File: src/rtl/alu_pkg.sv
// Shared types and constants for the ALU micro-sequencer: opcodes, the ALU
// control word, the sequencer states and the per-opcode function table.
package alu_pkg;

  typedef enum logic [2:0] {
    OP_OR  = 3'd0,
    OP_AND = 3'd1,
    OP_XOR = 3'd2,
    OP_ADD = 3'd3,
    OP_SUB = 3'd4
  } alu_op_t;

  // Shifter control; the sequencer only ever passes data straight through.
  typedef enum logic [1:0] {
    NO_SH    = 2'd0,
    SH_LEFT  = 2'd1,
    SH_RIGHT = 2'd2
  } alu_sh_t;

  // Output-enable select: shifter path or result register onto the bus.
  typedef enum logic {
    SH_OE  = 1'b0,
    RES_OE = 1'b1
  } alu_oe_t;

  // Operand register load enable.
  typedef enum logic {
    NO_LD  = 1'b0,
    BUS_LD = 1'b1
  } alu_ld_t;

  // Function-select bits of one opcode, packed in r,s,v,ne,ci order.
  typedef struct packed {
    logic r;
    logic s;
    logic v;
    logic ne;
    logic ci;
  } alu_fn_t;

  typedef struct packed {
    logic [7:0] op;
    alu_sh_t    sh;
    alu_oe_t    oe;
    alu_ld_t    la;
    alu_ld_t    lb;
    logic       r;
    logic       s;
    logic       v;
    logic       ne;
    logic       ci;
    logic       l;
    logic       h;
  } alu_ctl_t;

  typedef enum logic [2:0] {
    ST_IDLE = 3'd0,
    ST_LDA  = 3'd1,
    ST_LDB  = 3'd2,
    ST_RES  = 3'd3,
    ST_DONE = 3'd4
  } seq_state_t;

  // Rows indexed by opcode. ADD shares the XOR select bits; the ALU's carry
  // chain turns it into a sum. Reserved opcodes decode to all-zero.
  localparam alu_fn_t FUNC_TBL [0:7] = '{
    5'b11100,  // OR
    5'b00100,  // AND
    5'b01100,  // XOR
    5'b01100,  // ADD
    5'b01111,  // SUB
    5'b00000,  // reserved
    5'b00000,  // reserved
    5'b00000   // reserved
  };

  function automatic logic op_is_valid(input alu_op_t op);
    return (op <= OP_SUB);
  endfunction

endpackage

File: src/rtl/alu_seq_dec.sv
// Control-word decoder: maps sequencer state plus the latched request onto
// the ALU control line. Purely combinational.
import alu_pkg::*;

module alu_seq_dec (
  input  seq_state_t state,
  input  alu_op_t    op,
  input  logic [7:0] a,
  input  logic [7:0] b,
  output alu_ctl_t   ctl
);

  alu_fn_t fn;

  assign fn = FUNC_TBL[op];

  // Start from the quiescent word and override per active state.
  always_comb begin
    ctl    = '0;
    ctl.sh = NO_SH;
    ctl.oe = SH_OE;
    ctl.la = NO_LD;
    ctl.lb = NO_LD;
    case (state)
      ST_LDA: begin
        ctl.op = a;
        ctl.la = BUS_LD;
      end
      ST_LDB: begin
        ctl.op = b;
        ctl.lb = BUS_LD;
        {ctl.r, ctl.s, ctl.v, ctl.ne, ctl.ci} = fn;
        ctl.l  = 1'b1;
      end
      ST_RES: begin
        ctl.oe = RES_OE;
        {ctl.r, ctl.s, ctl.v, ctl.ne, ctl.ci} = fn;
        ctl.h  = 1'b1;
      end
      default: ;
    endcase
  end

endmodule

File: src/rtl/alu_seq.sv
// ALU micro-sequencer: accepts one operation request, walks the ALU through
// load-A, load-B and result cycles, then holds the captured result until the
// consumer takes it.
//
// Handshakes: a request transfers on a rising edge where req_valid and
// req_ready are both 1; a response transfers on a rising edge where
// rsp_valid and rsp_ready are both 1. req_valid is ignored while busy, and
// rsp_* hold their value for as long as rsp_valid stays high.
import alu_pkg::*;

module alu_seq (
  input  logic       clk,
  input  logic       nreset,
  input  logic       req_valid,
  output logic       req_ready,
  input  alu_op_t    req_op,
  input  logic [7:0] req_a,
  input  logic [7:0] req_b,
  output alu_ctl_t   ctl,
  input  logic [7:0] alu_result,
  input  logic       alu_zero,
  input  logic       alu_carry,
  output logic       rsp_valid,
  input  logic       rsp_ready,
  output logic [7:0] rsp_result,
  output logic       rsp_zero,
  output logic       rsp_carry,
  output logic       rsp_err,
  output logic       busy
);

  seq_state_t state;
  alu_op_t    op_q;
  logic [7:0] a_q;
  logic [7:0] b_q;

  assign req_ready = (state == ST_IDLE);
  assign rsp_valid = (state == ST_DONE);
  assign busy      = (state != ST_IDLE);

  // Sequencer state, request latch and response capture.
  always_ff @(posedge clk or negedge nreset) begin
    if (!nreset) begin
      state      <= ST_IDLE;
      op_q       <= OP_OR;
      a_q        <= 8'h00;
      b_q        <= 8'h00;
      rsp_result <= 8'h00;
      rsp_zero   <= 1'b0;
      rsp_carry  <= 1'b0;
      rsp_err    <= 1'b0;
    end else begin
      case (state)
        ST_IDLE: begin
          if (req_valid && req_ready) begin
            op_q <= req_op;
            a_q  <= req_a;
            b_q  <= req_b;
            if (op_is_valid(req_op)) begin
              state <= ST_LDA;
            end else begin
              // Reserved opcode: answer immediately with an error response.
              state      <= ST_DONE;
              rsp_result <= 8'h00;
              rsp_zero   <= 1'b1;
              rsp_carry  <= 1'b0;
              rsp_err    <= 1'b1;
            end
          end
        end
        ST_LDA: state <= ST_LDB;
        ST_LDB: state <= ST_RES;
        ST_RES: begin
          // Only the result-cycle flags are meaningful.
          rsp_result <= alu_result;
          rsp_zero   <= alu_zero;
          rsp_carry  <= alu_carry;
          rsp_err    <= 1'b0;
          state      <= ST_DONE;
        end
        ST_DONE: begin
          if (rsp_ready) state <= ST_IDLE;
        end
        default: state <= ST_IDLE;
      endcase
    end
  end

  alu_seq_dec u_dec (
    .state (state),
    .op    (op_q),
    .a     (a_q),
    .b     (b_q),
    .ctl   (ctl)
  );

endmodule

File: config.mk
export PLATFORM = sky130hd
export DESIGN_NAME = alu_seq
export DESIGN_NICKNAME = d
export VERILOG_FILES = /design/src/rtl/alu_pkg.sv /design/src/rtl/alu_seq_dec.sv /design/src/rtl/alu_seq.sv
export SDC_FILE = /design/constraint.sdc
export NUM_CORES = 1
export LEC_CHECK = 0
export CAP_MARGIN = 15
export CORE_MARGIN = 1
export CORE_UTILIZATION = 46
export CTS_BUF_LIST = sky130_fd_sc_hd__clkbuf_16
export CTS_CLUSTER_SIZE = 40
export DETAILED_ROUTE_END_ITERATION = 6
export GPL_TIMING_DRIVEN = 1
export MAX_ROUTING_LAYER = met4
export PLACE_DENSITY = 0.93
export SYNTH_ARGS = -nofsm -noshare
export SYNTH_HDL_FRONTEND = slang
export SYNTH_HIERARCHICAL = 1
export SYNTH_SLANG_ARGS = --single-unit
File: constraint.sdc
create_clock -name clk -period 2.8 [get_ports clk]
set_input_delay 0.28 -clock clk [delete_from_list [all_inputs] [get_ports clk]]
set_output_delay 0.28 -clock clk [all_outputs]
set_load 0.02 [all_outputs]
# Word level (Yosys, flattened, before mapping)
# Memories as Yosys holds them, arrays and structs flattened.
# Cells that the tools add are included.
dict set report word_totals {
  n_memories 1
  out_inout_bits 34
  reg_bits 33
  inputBits 33
  mem_bits_ro 40
}
dict set report classes {
  reduce_logical 8
  bitwise 1
  muxes 21
  n_lt_le_gt_ge 2
  eq_ne 7
}
# memory depth word_bits rd rd_clocked_by_memory_dff write_ports line_no
set memory_table {}
lappend memory_table {{(no name shown)} 8 5 1 0 0 alu_seq_dec.sv:15} ;# assign fn = FUNC_TBL[op];
# op count
set op_table {}
lappend op_table {{$pmux W8 S2} 2}
lappend op_table {{$mux W8} 2}
lappend op_table {{$mux W5} 3}
lappend op_table {{$pmux W3 S5} 1}
lappend op_table {{$mux W3} 3}
lappend op_table {{$mux W1} 7}
lappend op_table {{$eq A3 B2 Y1 const B} 2}
lappend op_table {{$pmux W1 S2} 3}
lappend op_table {{$ge A4 B4 Y1 const B} 1}
lappend op_table {{$ne A2 B1 Y1 const B} 2}
lappend op_table {{$not A3 Y4} 1}
lappend op_table {{$reduce_and A2 Y1} 2}
lappend op_table {{$eq A3 B1 Y1 const B} 1}
lappend op_table {{$eq A3 B3 Y1 const B} 1}
lappend op_table {{$le A3 B3 Y1 const B} 1}
lappend op_table {{$logic_not A3 Y1} 1}
lappend op_table {{$reduce_and A3 Y1} 1}
lappend op_table {{$reduce_bool A3 Y1} 1}
lappend op_table {{$ne A2 B2 Y1 const B} 1}
lappend op_table {{$reduce_bool A2 Y1} 1}
lappend op_table {{$reduce_or A2 Y1} 1}
lappend op_table {{$logic_and A1 B1 Y1} 1}

# Longest topological paths before layout
dict set report depth {
  ltp_word 5
  depth_mapped 5
  depth_no_buf 3
}

# Cells and area by module
# The synthesis kept the hierarchy.
# module area_each_um2 n_inst cells_per_inst
set modules_own_cells {}
lappend modules_own_cells {alu_seq 1375.1 1 102}
lappend modules_own_cells {alu_seq_dec 286.5 1 45}

# Worst setup path before layout
# No wires, ideal clock.
dict set report synth_path {
  kind {reg2out}
  startpoint {reg state[2]}
  endpoint {out ctl[3] (netlist name)}
  path_stages_with_launch 5
  required_ps 2520
  arrival_ps 1622
  slack_ps 898
  path_cell_list {dfrtp_1 > buf_6 > nand2b_1 > nor3_1 > buf_4}
}
# item line_no
set synth_lines {}
lappend synth_lines {{from (decl)} alu_seq.sv:32} ;# seq_state_t state;
lappend synth_lines {{from (signal assigned)} alu_seq.sv:44} ;# state <= ST_IDLE;
lappend synth_lines {{from (signal assigned)} alu_seq.sv:60} ;# state <= ST_LDA;
lappend synth_lines {{from (signal assigned)} alu_seq.sv:63} ;# state <= ST_DONE;
lappend synth_lines {{to (decl)} alu_seq.sv:19} ;# output alu_ctl_t ctl,

==> results.yml <==
floorplan:
  fp.dieArea_sq_mm: 0.003856
  floorplan.core_area_sq_mm: 0.003390
  die_height_microns: 62.10
  die-width_microns: 62.10
  floorplan.initialDensity: 0.4902
  row_count: 21
  top_level_i_o_count: 67
sta:
  grt_setup_unrepaired: "false"
  setup_viol: 0
  maxSlewHeadroom: 0.4980
  max_slew.worst_pin.slew_ns: 0.7530
  hold_violations: 0
  fmax_mhz: 378.7
  final.hold.worst_slack_ns: 0.4076
  final_worst_clock_skew_ns: 0.004018
  setup_slack_ns: 0.1591
  fin_setup_tns_ns: 0
  timing_max_transition_violations_final: 0
  post-route-min-period_ns: 2.641
  timing.final.crit_share: 0.9432
power:
  cell_internal_pwr_mw: 1.774
  power_mw: 2.788
  pwr-share-clk: 0.182
  power.static_leakage_nw: 1.007
  power.switching_fraction: 0.3639
  power.density_mw_per_mm2: 1157
  seq_power_share: 0.328
  part_of_the_power_in_combinational_logic: 0.491
  netsw_mw: 1.015
  irDropWorstVdd_v: 0.0005479
placed_design:
  io_buffer_count: 64
  detailed_place_hpwl_mm: 2.284
  gp_congestion: 0.6973
  place_worst_setup_slack_ns: 0.4580
logic_synthesis:
  yosys_cell_types: 26
  syn_area_per_cell_sq_um: 11.30
  mappedNetlistArea_sq_mm: 0.001662
  synth_seq_cells: 33
  yosys_top_cell_by_area: "sky130_fd_sc_hd__dfrtp_1"
  ys.warnings.count: 6
  synth_top_cells_by_area: "sky130_fd_sc_hd__dfrtp_1 (50%), sky130_fd_sc_hd__mux2_4 (9.0%), sky130_fd_sc_hd__nand3b_1 (7.7%)"
  netlist_instances: 147
  seq_area_frac_synth: 0.4970
  synth_top_area_frac: 0.4970
worst_setup_path:
  setup_crit_end_kind: "output port"
  crit_path_max_fanout: 25
  cp.required_ns: 2.52
  r2r-start: "state[1]$_DFFE_PN0P_"
  type_of_the_worst_setup_path: "flop to output port"
  timing.critical_path.slowest_stage_cell: "sky130_fd_sc_hd__dfrtp_1"
  critical_path.startpoint_type: "flop"
  worst_setup_sp: "state[1]$_DFFE_PN0P_"
  crit_arrival_ns: 2.36
  worst_stage_delay_on_the_critical_path_ns: 0.82
  crit_chain: "nand2b_1, nor3_1, clkdlybuf4s50_1"
clock_tree:
  post_cts_resize_count: 0
  cts_htree_levels: 2
  tritoncts.num_buffers: 5
  clkSinkCount: 33
  cts.hold.buffers_added: 0
  cts.reportedPaths.clkPinSlew_ns: 0.05
  clock_tree_root_buffer_cell: "sky130_fd_sc_hd__clkbuf_16"
  clock_tree_from_tritoncts: "built"
  cts_setup_buffers: 0
  clock_path_buffers: 2
  insertion_delay_ns: 0.28
detailed_routing:
  wl_per_cell_microns: 13.75
  firstDrtPassIters: 4
  detail_route.wirelength_mm: 3.521
  detail_route.vias_per_cell: 5.078
  final_antenna_net_count: 0
  detailroute.via_count: 1300
  remaining_drc_errors: 0
  drt_iter0_markers: 81
cells_and_area:
  antenna_cells_inserted: 0
  syn2layout_area_growth_pct: 45.03
  final_common_cell: "sky130_fd_sc_hd__clkdlybuf4s50_1"
  layout-drive-gt1-share: 0.1524
  final_cell_mix: "sky130_fd_sc_hd__clkdlybuf4s50_1 (64), sky130_fd_sc_hd__dfrtp_1 (33), sky130_fd_sc_hd__nand2_1 (18), sky130_fd_sc_hd__nand3b_1 (17), sky130_fd_sc_hd__a21oi_1 (11)"
  final_nets: 242
status:
  outcome: "complete, no violations"
global_route:
  grtUsageTotal: 0.2127
  first_global_vias: 1310
  pin_count_of_the_biggest_net_entering_global_routing: 34
  antenna_found_initial: 0
  grt_overflow_total: 0
  grt_pass1_wl_mm: 6.237
flow_run:
  maxCapViolCount: 0
min_path:
  hp-class: "primary input to async pin"
## per-stage QoR
stage	cells	util	cell area, sq um
2_1_floorplan	148	-	1665
3_3_place_gp	248	0.6700	2271
3_5_place_dp	248	0.6700	2271
4_1_cts	256	0.7110	2410
5_1_grt	256	0.7110	2410
6_report	256	0.7110	2410
## critical path: cells and delay by family, from the launching register on
family	cells	cell delay [ns]
flops	1	0.82
buf+inv	1	0.65
simple gates	2	0.61
## final timing paths
check / end / slack [ns] / cells past startpoint
worst max register to register: a_q[1]$_DFFE_PN0P_ / 0.78 / 3
max in group asynchronous: a_q[0]$_DFFE_PN0P_ / 2.10 / 2
worst max-delay path: ctl[2] / 0.16 / 3
worst min-delay path: rsp_carry$_DFFE_PN0P_ / 0.41 / 2
min in group clk: b_q[3]$_DFFE_PN0P_ / 0.50 / 1
worst min register to register: b_q[3]$_DFFE_PN0P_ / 0.50 / 1
## area by class of cell
| cell class | instances | area, sq um |
|---|---|---|
| inverters | 4 | 15.01 |
| flip-flops and latches | 33 | 825.8 |
| repair buffers | 68 | 670.6 |
| fillers | 250 | 979.7 |
| clock buffers | 5 | 125.1 |
| well taps | 46 | 57.56 |
| clock inverters | 3 | 13.76 |
| multi-input cells | 97 | 701.9 |
## power by group through the flow
stage                     combinational, mW  sequential [mW]  clock [mW]
after floorplan                       0.889            0.906           0
after global placement                 1.35            0.902           0
after detailed placement               1.37            0.914           0
after CTS                              1.38            0.914       0.519
after global routing                   1.48            0.949       0.549
final                                  1.37            0.913       0.507
## synthesized netlist by cell type (all sizes together)
cell type / count
or2: 1
inv: 4
a21oi: 11
and2b: 1
nor3b: 1
and3b: 1
o21ai: 10
nor2: 3
dfrtp: 33
nand3b: 17
buf: 13
conb: 1
o31a: 1
clkbuf: 1
nand2: 18
a211o: 1
nor4b: 1
xnor2: 1
nand2b: 3
nor3: 5
o21a: 1
mux2: 19
## routing by layer
| layer | routed length [microns] | global-route usage |
|---|---|---|
| met1 | 1581 | 0.2749 |
| met2 | 1650 | 0.3187 |
| met3 | 264 | 0.06618 |
| met4 | 25 | 0.06977 |
| met5 | 0 | - |
## sequential cells by signal (all words and copies together), names as in the netlist
signal	flops
a_q	8
b_q	8
op_q	3
rsp_carry	1
rsp_err	1
rsp_result	8
rsp_zero	1
state	3
## kinds of logic (layout without fill, tap and decap cells)
group,after synthesis,after routing,synth area share
buf+inv,18,80,0.08282
flops,33,33,0.4970
mux,19,19,0.1514
simple gates,51,51,0.1830
compound gates,24,24,0.07832
other cells,1,2,0.002257
xor+xnor,1,1,0.005272
Note: power is estimated with default switching activity, not from simulation.
